$ cat src/rtl/ft2232h_rx_if.sv
// Bus bundle for the FT2232H receive engine: the FTDI 245-sync read-side
// pins plus the downstream valid/ready byte stream.
interface ft2232h_rx_if;
  logic       rxf_n;
  logic [7:0] data_in;
  logic       oe_n;
  logic       rd_n;
  logic [7:0] out_data;
  logic       out_valid;
  logic       out_ready;

  // Engine side: reads the FTDI chip, sources the byte stream.
  modport master (
    input  rxf_n,
    input  data_in,
    input  out_ready,
    output oe_n,
    output rd_n,
    output out_data,
    output out_valid
  );

  // Peer side: FTDI chip model / downstream sink.
  modport slave (
    output rxf_n,
    output data_in,
    output out_ready,
    input  oe_n,
    input  rd_n,
    input  out_data,
    input  out_valid
  );
endinterface

$ cat src/rtl/ft2232h_rx.sv
// FT2232H 245 synchronous FIFO receive engine. Runs an IDLE -> OE -> READ
// burst on the FTDI bus, captures one byte per READ edge with RXF# low, and
// buffers the bytes in a first-word-fall-through FIFO drained downstream.
module ft2232h_rx #(
  parameter int DEPTH = 16,
  parameter int CNT_W = 32
) (
  input  logic             clk,
  input  logic             reset_n,
  input  logic             enable,
  ft2232h_rx_if.master     bus,
  output logic             busy,
  output logic [CNT_W-1:0] rx_count
);

  localparam int AW = $clog2(DEPTH);

  // Start a burst only with room for the byte captured on the exit edge.
  localparam logic [AW:0] FILL_START_MAX = (AW+1)'(DEPTH - 2);
  // Leaving at DEPTH-1 still leaves room for the byte written on that edge.
  localparam logic [AW:0] FILL_EXIT_MIN  = (AW+1)'(DEPTH - 1);

  typedef enum logic [1:0] {
    IDLE = 2'd0,
    OE   = 2'd1,
    READ = 2'd2
  } state_t;

  state_t        state;
  logic [7:0]    mem [DEPTH];
  logic [AW-1:0] wr_ptr;
  logic [AW-1:0] rd_ptr;
  logic [AW:0]   fill;
  logic          push;
  logic          pop;
  logic          read_exit;

  // A byte is taken exactly on edges where RD# is low and RXF# is low.
  assign push = (state == READ) && !bus.rxf_n;
  assign pop  = bus.out_valid && bus.out_ready;

  // Exit uses the registered fill only; a concurrent pop is ignored so the
  // decision stays conservative.
  assign read_exit = bus.rxf_n || !enable || (fill >= FILL_EXIT_MIN);

  // Fall-through head: the memory is read combinationally so a byte written
  // at an edge is on the port right after that edge.
  assign bus.out_valid = (fill != '0);
  assign bus.out_data  = bus.out_valid ? mem[rd_ptr] : 8'h00;

  // Burst FSM with registered OE#/RD#/busy derived from the next state.
  always_ff @(posedge clk or negedge reset_n) begin
    if (!reset_n) begin
      state    <= IDLE;
      bus.oe_n <= 1'b1;
      bus.rd_n <= 1'b1;
      busy     <= 1'b0;
    end else begin
      case (state)
        IDLE: begin
          if (enable && !bus.rxf_n && (fill <= FILL_START_MAX)) begin
            state    <= OE;
            bus.oe_n <= 1'b0;
            bus.rd_n <= 1'b1;
            busy     <= 1'b1;
          end
        end
        OE: begin
          if (!bus.rxf_n) begin
            state    <= READ;
            bus.oe_n <= 1'b0;
            bus.rd_n <= 1'b0;
            busy     <= 1'b1;
          end else begin
            state    <= IDLE;
            bus.oe_n <= 1'b1;
            bus.rd_n <= 1'b1;
            busy     <= 1'b0;
          end
        end
        READ: begin
          if (read_exit) begin
            state    <= IDLE;
            bus.oe_n <= 1'b1;
            bus.rd_n <= 1'b1;
            busy     <= 1'b0;
          end
        end
        default: begin
          state    <= IDLE;
          bus.oe_n <= 1'b1;
          bus.rd_n <= 1'b1;
          busy     <= 1'b0;
        end
      endcase
    end
  end

  // FIFO pointers, fill level and received-byte counter.
  always_ff @(posedge clk or negedge reset_n) begin
    if (!reset_n) begin
      wr_ptr   <= '0;
      rd_ptr   <= '0;
      fill     <= '0;
      rx_count <= '0;
    end else begin
      if (push) begin
        wr_ptr   <= wr_ptr + AW'(1);
        rx_count <= rx_count + CNT_W'(1);
      end
      if (pop) begin
        rd_ptr <= rd_ptr + AW'(1);
      end
      if (push && !pop) begin
        fill <= fill + (AW+1)'(1);
      end else if (pop && !push) begin
        fill <= fill - (AW+1)'(1);
      end
    end
  end

  // Byte storage; contents are don't-care once the pointers are reset.
  always_ff @(posedge clk) begin
    if (push) begin
      mem[wr_ptr] <= bus.data_in;
    end
  end

endmodule
$ cat src/flat_wrapper.sv
// flat-port wrapper written by rule: the top's interface ports become plain ports
module ft2232h_rx_flat 
#(
  parameter int DEPTH = 16,
  parameter int CNT_W = 32
)
  (clk, reset_n, enable, busy, rx_count, bus_rxf_n, bus_data_in, bus_out_ready, bus_oe_n, bus_rd_n, bus_out_data, bus_out_valid);
  ft2232h_rx_if bus_i ();
  input  logic clk;
  input  logic reset_n;
  input  logic enable;
  output logic busy;
  output logic [CNT_W-1:0] rx_count;
  input wire logic [$bits(bus_i.rxf_n)-1:0] bus_rxf_n;
  input wire logic [$bits(bus_i.data_in)-1:0] bus_data_in;
  input wire logic [$bits(bus_i.out_ready)-1:0] bus_out_ready;
  output wire logic [$bits(bus_i.oe_n)-1:0] bus_oe_n;
  output wire logic [$bits(bus_i.rd_n)-1:0] bus_rd_n;
  output wire logic [$bits(bus_i.out_data)-1:0] bus_out_data;
  output wire logic [$bits(bus_i.out_valid)-1:0] bus_out_valid;
  assign bus_i.rxf_n = bus_rxf_n;
  assign bus_i.data_in = bus_data_in;
  assign bus_i.out_ready = bus_out_ready;
  assign bus_oe_n = bus_i.oe_n;
  assign bus_rd_n = bus_i.rd_n;
  assign bus_out_data = bus_i.out_data;
  assign bus_out_valid = bus_i.out_valid;
  ft2232h_rx #(.DEPTH(DEPTH), .CNT_W(CNT_W)) u_core (.clk(clk), .reset_n(reset_n), .enable(enable), .bus(bus_i), .busy(busy), .rx_count(rx_count));
endmodule
$ cat config.mk
export PLATFORM = sky130hd
export DESIGN_NAME = ft2232h_rx_flat
export DESIGN_NICKNAME = d
export VERILOG_FILES = /design/src/rtl/ft2232h_rx_if.sv /design/src/rtl/ft2232h_rx.sv /design/src/flat_wrapper.sv
export SDC_FILE = /design/constraint.sdc
export NUM_CORES = 1
export LEC_CHECK = 0
export CAP_MARGIN = 10
export CORE_MARGIN = 4
export CORE_UTILIZATION = 45
export DETAILED_ROUTE_END_ITERATION = 7
export PLACE_DENSITY = 0.63
export SYNTH_ARGS = -nofsm -noshare
export SYNTH_HDL_FRONTEND = slang
export SYNTH_SLANG_ARGS = --single-unit
$ cat constraint.sdc
create_clock -name clk -period 8.38 [get_ports clk]
set_clock_uncertainty 0.2 [all_clocks]
set_input_delay 1.676 -clock clk [delete_from_list [all_inputs] [get_ports clk]]
set_output_delay 1.676 -clock clk [all_outputs]
set_load 0.01 [all_outputs]
; ---- After elaboration in Yosys (flattened, before gate mapping)
; Memories as Yosys holds them, arrays and structs flattened.
; Index checks and enable logic that the tools add are counted.
[totals]
output_inout_bits = 44
regBits = 50
input_bits = 13
wordCells = 54
ramBits = 128
romBits = 0
n_memories = 1
latchBits = 0
[classes]
bitwise_logic = 0
div_mod_pow = 0
n_mux = 18
n_mul = 0
reduce_logical = 16
n_lt_le_gt_ge = 2
eq_ne = 4
n_shift = 0
addsub = 5
[mem_list]
columns = memory, depth, width, read_ports, rd_ports_with_merged_regs, wr, line
row1 = u_core.mem, 16, 8, 1, 0, 1, ft2232h_rx.sv:30  ; logic [7:0] mem [DEPTH];
[op_table]
columns = cell, count
row1 = $add 32x1->32 const B, 1
row2 = $mux 5, 2
row3 = $pmux 1 s3, 3
row4 = $add 4x1->4 const B, 2
row5 = $mux 1, 8
row6 = $mux 8, 1
row7 = $logic_and 1x1->1, 6
row8 = $mux 2, 3
row9 = $pmux 2 s3, 1
row10 = $add 5x1->5 const B, 1
row11 = $ge 5x4->1 const B, 1
row12 = $le 5x4->1 const B, 1
row13 = $reduce_bool 5->1, 1
row14 = $sub 5x1->5 const B, 1
row15 = $logic_not 1->1, 4
row16 = $ne 2x1->1 const B, 2
row17 = $eq 2x1->1 const B, 1
row18 = $eq 2x2->1 const B, 1
row19 = $logic_not 2->1, 1
row20 = $logic_or 1x1->1, 2
row21 = $reduce_and 2->1, 1
row22 = $reduce_bool 2->1, 1

; ---- Logic depth before layout (Yosys ltp)
; Gate-level depths: netlist (run 1).
[logic_depth]
word_depth = 6
mapped_depth = 11
mapped_depth_nobuf = 9

; ---- Worst setup path before layout (run 1)
; OpenSTA, ideal clock, no wires.
[synth_path]
path_kind = input-to-reg
startpoint = input port bus_rxf_n
endpoint = register u_core.fill[4]
required_ps = 8100
cell_stages = 10
setup_slack_ps = 4478
n_path_buf = 1
t_arrival_ps = 3623
setup_ps = 80
cell_sequence = or3b_1 > buf_6 > clkinv_1 > ha_1 > inv_1 > fa_1 > a21o_1 > a21oi_1 > mux2i_1 > xnor2_1
[synth_between]
elab_chain_len = 5
word_cells_on_any_way = 7
[synth_rtl]
columns = element, line
row1 = from (decl), flat_wrapper.sv:14  ; input wire logic [$bits(bus_i.rxf_n)-1:0] bus_rxf_n;
row2 = $logic_not 1->1 *, ft2232h_rx.sv:39  ; assign push = (state == READ) && !bus.rxf_n;
row3 = $logic_and 1x1->1 *, ft2232h_rx.sv:39
row4 = net u_core.push, ft2232h_rx.sv:34  ; logic push;
row5 = $logic_not 1->1, ft2232h_rx.sv:116  ; end else if (pop && !push) begin
row6 = $logic_and 1x1->1, ft2232h_rx.sv:116
row7 = $reduce_bool 2->1 (no source line), -
row8 = to (signal assigned), ft2232h_rx.sv:115  ; fill <= fill + (AW+1)'(1);
row9 = to (signal assigned), ft2232h_rx.sv:117  ; fill <= fill - (AW+1)'(1);
row10 = to (decl), ft2232h_rx.sv:33  ; logic [AW:0] fill;
; The timed path passes the listed nets; every way through them passes the cells marked *.
; A chain may end at the register's enable or synchronous reset.

; ---- Worst setup path in the final report (run 1)
[layout_path]
startpoint = register u_core.rd_ptr[0]
endpoint = output port bus_out_data[0]
[layout_between]
elab_chain_len = 2
[layout_rtl]
columns = element, line
row1 = from (decl), ft2232h_rx.sv:32  ; logic [AW-1:0] rd_ptr;
row2 = from (signal assigned), ft2232h_rx.sv:112  ; rd_ptr <= rd_ptr + AW'(1);
row3 = $mem_v2 16x8, -
row4 = $mux 8, ft2232h_rx.sv:49  ; assign bus.out_data = bus.out_valid ? mem[rd_ptr] : 8'h00;
row5 = to (decl), flat_wrapper.sv:19  ; output wire logic [$bits(bus_i.out_data)-1:0] bus_out_data;
; Every way passes these cells.

==> results.toml, run 1 <==
[synthesis]
synth_cell_type_count = 41
synth_cells = 428
yosys_warnings = 0
syn_area_per_cell_um2 = 17.1
synth_area_um2 = 7320
synthFlopType = "edfxtp_1"
async_flop_share = 0.281
synth_edf_count = 128
ys_seq_area_frac = 0.696
syn_nets = 452
synth-seq-cells = 178

[grt]
grtUsageMet1 = 0.226
gr-usage-met2 = 0.250
grt.total_usage = 0.163
grt_max_degree = 51
overflow = 0
antenna_found_initial = 0
grt_pass1_vias = 3937
grt_pass1_wl_um = 22300
busiest_layer = "met2"
use_met3 = 0.0435

[clocking]
postCtsSetupBuffers = 0
cts_tree = "done"
numCtsBuffers = 17
clk_latency_ps = 420
cts.path.max_buffers = 2
ctsResizeCount = 0
cts-root-buf = "clkbuf_16"
clk_pin_slew_ps = 60
h-tree-depth = 4
cts.sinks = 178
hold_buffers = 0

[floorplan]
die_w_um = 136
start_util = 0.459
num_rows = 46
die_height_um = 136
io_pins = 57
dieArea_um2 = 18400
coreArea_um2 = 15900

[timing]
timing.fmax_mhz = 203
drv_slew = 0
tns_ps = 0
timing.slew.headroom = 0.277
setup_viol = 0
fin_crit_ps = 4920
worstMarginPinSlew_ps = 1080
rsz0062_at_grt = "false"
hold_viol_final = 0
fin_crit_sh = 0.587

[placement]
gp_congestion = 0.825
place_hpwl_um = 9040
io_buffers = 56
place_area_um2 = 8110

[power_and_ir_drop]
power_density_nw_per_um2 = 289
peakVddDrop_uv = 264
p_leak_nw = 3.04

[cells_and_area]
area_delta_synth_final_pct = 18.9
drive_above_1_share = 0.160
n_fill_cell = 1279
seq_area_um2 = 5100
nets = 516
multi_input_area_um2 = 2120
diodes = 0
postLayoutCellArea_um2 = 8700

[job]
maxCapViolations = 0

[drt]
initialDrtViolationCount = 294
dr.pass1.iters = 4
drtAntennaViolNets = 0
avgRoutedWirePerCell_um = 19.2
wirelength_um = 13900
drc = 0
num_vias = 3845
vias_per_cell = 5.33

[run_status]
status = "finished, final reports clean"

[critical_path]
path_buf_inv = 2
cp_max_fo = 18
slowest_delay_ps = 720
worstSetupStartpointType = "flop"
reg2reg_to = "u_core.fill[4]"
cpMaxStageDelayCell = "dfrtp_2"
reg2reg_slack_ps = 5370
worstPathArrival_ps = 3040
crit_chain = "buf_4 -> mux4_2 -> mux2i_1 -> o22ai_1 -> clkdlybuf4s50_1"
criticalPathCategory = "reg2out"
required_ps = 6500
endpoint_kind = "output pin"
path_delay_family = "buffers and inverters"
worstRegToRegCells = 9
reg2reg_from = "u_core.state[1]"

[hold_path]
min-delay-start = "u_core.rx_count[31]"
hold-path-endpoint = "u_core.rx_count[31]"
hold_path_class = "reg2reg"
min_path_cells = 1
==> through the flow <==
stage	util	setup slack, ps	std cells	hold WS [ps]	power [mW]
2_1_floorplan	-	4480	428	270	1.52
3_3_place_gp	0.508	3810	688	266	1.74
3_5_place_dp	0.508	3720	688	265	1.76
4_1_cts	0.545	3370	720	279	2.54
5_1_grt	0.546	3200	721	298	2.65
6_report	0.546	3460	721	274	2.51
==> worst max path at each step <==
stage | startpoint | to | slack [ps] | cells past startpoint
2_1_floorplan | bus_rxf_n | u_core.fill[4] | 4480 | 10
3_3_place_gp | bus_rxf_n | u_core.fill[4] | 3810 | 10
3_5_place_dp | bus_rxf_n | u_core.fill[4] | 3720 | 10
4_1_cts | u_core.rd_ptr[0] | bus_out_data[0] | 3370 | 5
5_1_grt | u_core.rd_ptr[0] | bus_out_data[5] | 3200 | 5
6_report | u_core.rd_ptr[0] | bus_out_data[0] | 3460 | 5
==> cells by family (layout without fill, tap and decap cells) <==
logic type | Yosys count | after routing | share of synthesized area
simple gates | 99 | 99 | 0.0726
flops | 178 | 178 | 0.696
compound gates | 20 | 20 | 0.0173
xor+xnor | 42 | 42 | 0.0502
mux | 52 | 52 | 0.126
buf+inv | 24 | 101 | 0.0149
fa+ha+maj | 13 | 13 | 0.0226
==> synth_stat cells, types with 2 or more instances <==
cell type / instances / area, um^2
mux2_2: 3 / 33.8
nand3_1: 10 / 50.1
o21ai_0: 5 / 25.0
nand4b_1: 2 / 17.5
clkbuf_1: 6 / 22.5
nand2b_1: 4 / 25.0
nor2_1: 22 / 82.6
dfstp_2: 2 / 52.6
buf_1: 3 / 11.3
nor4_2: 2 / 25.0
a21o_1: 2 / 15.0
and3_1: 5 / 31.3
xor2_1: 6 / 52.6
xnor2_1: 36 / 315
edfxtp_1: 128 / 3840
nand2_1: 20 / 75.1
buf_2: 6 / 30.0
maj3_1: 2 / 20.0
mux4_2: 32 / 721
inv_1: 6 / 22.5
nand4_1: 19 / 119
o22ai_1: 8 / 50.1
a21oi_1: 2 / 10.0
mux2i_1: 17 / 170
dfrtp_1: 48 / 1200
ha_1: 10 / 125
nor3_1: 8 / 40.0
==> placed cells by master (no fill, tap or decap), types with 2 or more instances in the layout <==
master and instances:
dfstp_2 2, bufinv_16 3, nand4b_1 2, xor2_1 6, and3_1 5, xnor2_1 36
a21o_1 2, o21ai_0 5, edfxtp_1 128, mux2_2 3, clkinv_4 2, nand2b_1 4
inv_1 6, nand3_1 10, nor4_2 2, dfrtp_2 2, nand4_1 19, clkbuf_16 17
o22ai_1 8, dfrtp_1 46, clkinvlp_4 3, clkinv_2 2, clkdlybuf4s50_1 55, maj3_1 2
nor2_1 22, ha_1 10, buf_4 5, nor3_1 8, a21oi_1 2, mux2i_1 17
nand2_1 20, clkinv_1 4, mux4_2 32
==> state kept, by name (all words and copies together) (netlist names) <==
register,cells
u_core.mem,128
u_core.rx_count,32
u_core.busy,1
u_core.bus.oe_n,1
u_core.fill,5
u_core.rd_ptr,4
u_core.state,2
u_core.bus.rd_n,1
u_core.wr_ptr,4
==> routing by layer <==
metal / vias to the layer above / routed length [um] / share of wire
met1: 1939 / 6060 / 0.44
met3: 19 / 804 / 0.058
li1: 1775 / - / -
met2: 112 / 6750 / 0.49
met4: 0 / 246 / 0.018
met5: - / 0 / 0
==> layout make-up <==
| type | instances | area share |
|---|---|---|
| Clock buffer | 17 | 0.0489 |
| Clock inverter | 15 | 0.0190 |
| Inverter | 7 | 0.00302 |
| Multi-Input combinational cell | 226 | 0.243 |
| Sequential cell | 178 | 0.586 |
| Tap cell | 216 | 0.0311 |
| Timing Repair Buffer | 62 | 0.0690 |
==> where the power goes <==
part           internal, mW  switching [mW]  total [mW]
Combinational         0.359           0.245       0.604
Clock                 0.465           0.317       0.782
Sequential            0.998           0.131        1.13
No activity file was read; power rests on OpenSTA's default activity.
==> inputs of run 2 (changes only) <==
==> constraint.sdc (replaced) <==
create_clock -name clk -period 5.15 [get_ports clk]
set_clock_uncertainty 0.2 [all_clocks]
set_input_delay 1.03 -clock clk [delete_from_list [all_inputs] [get_ports clk]]
set_output_delay 1.03 -clock clk [all_outputs]
set_load 0.01 [all_outputs]
==> results.toml, run 2 (synthesized netlist as in run 1, its figures left out) <==
[clocking]
cts_tree = "done"
numCtsBuffers = 17
ctsResizeCount = 0
cts.path.max_buffers = 2
postCtsSetupBuffers = 0
h-tree-depth = 4
cts.sinks = 178
hold_buffers = 0
clk_pin_slew_ps = 70
clk_latency_ps = 430
cts-root-buf = "clkbuf_16"

[floorplan]
num_rows = 46
io_pins = 57
die_w_um = 136
dieArea_um2 = 18400
coreArea_um2 = 15900
start_util = 0.459
die_height_um = 136

[critical_path]
path_buf_inv = 2
endpoint_kind = "output pin"
slowest_delay_ps = 1010
path_delay_family = "flip-flops"
cp_max_fo = 30
worstSetupStartpointType = "flop"
worstPathArrival_ps = 3010
crit_chain = "buf_4 -> mux4_2 -> mux2i_1 -> o22ai_1 -> clkdlybuf4s50_1"
criticalPathCategory = "reg2out"
required_ps = 3920
cpMaxStageDelayCell = "dfrtp_2"

[timing]
fin_crit_ps = 4240
fin_crit_sh = 0.824
timing.slew.headroom = 0.292
drv_slew = 0
rsz0062_at_grt = "false"
setup_viol = 0
worstMarginPinSlew_ps = 1050
tns_ps = 0
hold_viol_final = 0
timing.fmax_mhz = 236

[cells_and_area]
final_cell_mix = "128 x edfxtp_1, 55 x clkdlybuf4s50_1, 46 x dfrtp_1"
n_fill_cell = 1283
postLayoutCellArea_um2 = 8770
fin_cells = 722
nets = 517
drive_above_1_share = 0.166
top_regs = "u_core.mem: 128 flops, u_core.rx_count: 32 flops, u_core.fill: 5 flops"
fin_util = 0.550
area_delta_synth_final_pct = 19.8
largest_reg_flops = 128
final_common_cell = "edfxtp_1"
diodes = 0
regMostFlops = "u_core.mem"

[power_and_ir_drop]
total_power_mw = 4.23
power_density_nw_per_um2 = 482
p_leak_nw = 3.09
peakVddDrop_uv = 258

[drt]
vias_per_cell = 5.30
drc = 0
dr.pass1.iters = 5
initialDrtViolationCount = 213
avgRoutedWirePerCell_um = 19.4
wirelength_um = 14000
num_vias = 3827
drtAntennaViolNets = 0

[job]
maxCapViolations = 0

[hold_path]
hold_path_class = "reg2reg"

[grt]
grt_pass1_vias = 4054
grt_max_degree = 36
grt.total_usage = 0.166
antenna_found_initial = 0
overflow = 0
grt_pass1_wl_um = 22800

[placement]
placed_cells = 690
io_buffers = 56
place_area_um2 = 8120
gp_congestion = 0.783
place_hpwl_um = 9170

[run_status]
status = "finished, final reports clean"
## run 2: cell count changes in the layout (fill, tap and decap cells not counted), sizes merged
cell | before | now
buf | 6 | 8
bufinv | 3 | 5
clkinv | 8 | 4
clkinvlp | 4 | 2
inv | 7 | 10
## run 2: final timing paths
kind,end,startpoint,slack (ps),cells after the start
worst max-delay path,bus_out_data[1],u_core.rd_ptr[0],910,5
worst min-delay path,u_core.rx_count[31],u_core.rx_count[31],270,1
worst max register to register,u_core.fill[4],u_core.state[1],2180,9
worst min register to register,u_core.rx_count[31],u_core.rx_count[31],270,1
max in group asynchronous,u_core.bus.rd_n,reset_n,3530,2
min in group asynchronous,u_core.rx_count[14],reset_n,400,1
## run 2: area by class of cell
type,count,area (um^2),area share
well taps,216,270,0.0308
repair buffers,63,608,0.0693
clock buffers,18,429,0.0489
multi-input cells,226,2120,0.241
clock inverters,14,225,0.0257
flip-flops and latches,178,5100,0.581
inverters,7,26.3,0.00299
## run 2: worst register-to-register path, cell delays in order (launching register included)
cell	delay [ps]
dfrtp_1	480
or3b_1	560
clkinv_1	210
ha_1	210
inv_1	110
fa_1	410
a21o_1	180
a21oi_1	170
mux2i_1	240
xnor2_1	130
## run 2: power breakdown
group          total [mW]  switching, mW  internal [mW]
sequential           1.86          0.242           1.62
combinational       0.953          0.365          0.588
clock                1.41          0.543          0.870
## run 2: layer usage
metal | track usage | routed length, um
met3 | 0.0438 | 686
met2 | 0.265 | 7020
met1 | 0.226 | 6180
met4 | 0.0487 | 108
met5 | 0 | 0
## run 2: per-stage QoR
stage / setup WS, ps / hold WS [ps]
floorplan: 1890 / 270
global placement: 1240 / 266
detailed placement: 1180 / 266
CTS: 786 / 276
global route: 622 / 290
finish: 907 / 272
==> inputs of run 3 (changes only) <==
--- a/config.mk
+++ b/config.mk
@@ -9,7 +9,7 @@
 export CORE_MARGIN = 4
 export CORE_UTILIZATION = 45
 export DETAILED_ROUTE_END_ITERATION = 7
-export PLACE_DENSITY = 0.63
+export PLACE_DENSITY = 0.66
 export SYNTH_ARGS = -nofsm -noshare
 export SYNTH_HDL_FRONTEND = slang
 export SYNTH_SLANG_ARGS = --single-unit
==> constraint.sdc (replaced) <==
create_clock -name clk -period 3.6 [get_ports clk]
set_clock_uncertainty 0.2 [all_clocks]
set_input_delay 0.72 -clock clk [delete_from_list [all_inputs] [get_ports clk]]
set_output_delay 0.72 -clock clk [all_outputs]
set_load 0.01 [all_outputs]
==> results.toml, run 3 (synthesized netlist as in run 1, its figures left out) <==
[timing]
drv_slew = 0
setup_viol = 0
hold_viol_final = 0
fin_crit_ps = 3480
fin_crit_sh = 0.967
tns_ps = 0
timing.slew.headroom = 0.473
timing.fmax_mhz = 287
worstMarginPinSlew_ps = 791
rsz0062_at_grt = "false"

[power_and_ir_drop]
p_clk_frac = 0.298
switching_power_mw = 1.65
switching_share = 0.278
combPwrFrac = 0.282
p_int_mw = 4.28
p_leak_nw = 3.17
power_density_nw_per_um2 = 666
peakVddDrop_uv = 324
pwr-share-seq = 0.420
total_power_mw = 5.93

[drt]
initialDrtViolationCount = 318
dr.pass1.iters = 4
wirelength_um = 14100
num_vias = 3964
vias_per_cell = 5.33
drc = 0
drtAntennaViolNets = 0
avgRoutedWirePerCell_um = 19.0

[clocking]
numCtsBuffers = 17
clk_latency_ps = 420
cts-root-buf = "clkbuf_16"
cts.sinks = 178
h-tree-depth = 4
clk_pin_slew_ps = 70
cts.path.max_buffers = 2
cts_tree = "done"

[critical_path]
required_ps = 2680
worstRegToRegCells = 9
worstPathArrival_ps = 2560
cp_max_fo = 13
reg2reg_to = "u_core.fill[4]"
criticalPathCategory = "reg2out"
reg2reg_from = "u_core.state[1]"
worstSetupStartpointType = "flop"
reg2reg_slack_ps = 890
endpoint_kind = "output pin"

[placement]
io_buffers = 56
place_hpwl_um = 9340
gp_congestion = 0.794

[cells_and_area]
top_regs = "u_core.mem: 128 flops, u_core.rx_count: 32 flops, u_core.fill: 5 flops"
regMostFlops = "u_core.mem"
drive_above_1_share = 0.197
final_common_cell = "edfxtp_1"
seq_area_um2 = 5100
final_cell_mix = "128 x edfxtp_1, 55 x clkdlybuf4s50_1, 47 x dfrtp_1"
largest_reg_flops = 128
area_delta_synth_final_pct = 21.5
n_fill_cell = 1269
multi_input_area_um2 = 2120
nets = 539
diodes = 0

[job]
maxCapViolations = 0

[grt]
grt_pass1_vias = 4100
grt_max_degree = 35
grt.total_usage = 0.165
overflow = 0
grt_pass1_wl_um = 22800
antenna_found_initial = 0

[hold_path]
hold_path_class = "in2async"

[floorplan]
die_w_um = 136
coreArea_um2 = 15900
io_pins = 57
start_util = 0.459
die_height_um = 136
num_rows = 46
dieArea_um2 = 18400

[run_status]
status = "finished, final reports clean"
## run 3: cell types whose count changed in the layout (fill, tap and decap cells not counted), moves of 2 or more
cell,before,now
clkinv_2,1,3
dfrtp_2,2,0
buf_12,0,3
bufinv_16,5,2
buf_4,7,26
## run 3: timing repair
item / 4_1_cts / 5_1_grt
endpoints found under the setup margin: 8 / 6
hold buffers: 0 / 0
gates resized for setup: 1 / 1
endpoints found under the hold margin: 0 / 0
buffers inserted: 0 / 3
## run 3: per-layer routing
| metal | track usage | vias to the layer above | wire length (um) |
|---|---|---|---|
| li1 | - | 1821 | - |
| met1 | 0.219 | 2018 | 5970 |
| met2 | 0.267 | 111 | 7040 |
| met3 | 0.0420 | 14 | 928 |
| met4 | 0.0571 | 0 | 195 |
| met5 | 0 | - | 0 |
## run 3: worst max path at each step
stage	from	to	slack, ps	depth (start not counted)
2_1_floorplan	bus_rxf_n	u_core.fill[4]	650	10
3_3_place_gp	bus_rxf_n	u_core.fill[4]	210	10
3_5_place_dp	bus_rxf_n	u_core.fill[4]	170	10
4_1_cts	u_core.rd_ptr[0]	bus_out_data[5]	8	5
5_1_grt	u_core.rd_ptr[0]	bus_out_data[4]	10	5
6_report	u_core.rd_ptr[0]	bus_out_data[5]	120	5
## run 3: critical path, cell delays in order, from the launching register on
cell	delay [ps]
dfrtp_4	580
buf_12	210
mux4_2	520
mux2i_1	220
o22ai_1	110
clkdlybuf4s50_1	500
## run 3: area by class of cell
class | count | area share
Tap cell | 216 | 0.0304
Multi-Input combinational cell | 226 | 0.238
Clock inverter | 13 | 0.0153
Sequential cell | 178 | 0.573
Timing Repair Buffer | 85 | 0.0911
Clock buffer | 19 | 0.0487
Inverter | 7 | 0.00295
## run 3: power groups by stage
stage | clock network [mW] | logic, mW | registers (mW)
finish | 1.77 | 1.67 | 2.49
global route | 1.91 | 1.81 | 2.51
CTS | 1.81 | 1.66 | 2.50
detailed placement | 0 | 1.65 | 2.54
global placement | 0 | 1.63 | 2.53
floorplan | 0 | 1.09 | 2.46
## run 3: stage by stage
stage / hold slack (ps) / utilization / std cells / setup WS [ps] / cell area, um^2
2_1_floorplan: 224 / - / 428 / 654 / 7320
3_3_place_gp: 258 / 0.521 / 709 / 214 / 8300
3_5_place_dp: 265 / 0.521 / 709 / 167 / 8300
4_1_cts: 188 / 0.556 / 741 / 7.72 / 8870
5_1_grt: 241 / 0.558 / 744 / 12.4 / 8900
6_report: 176 / 0.558 / 744 / 119 / 8900
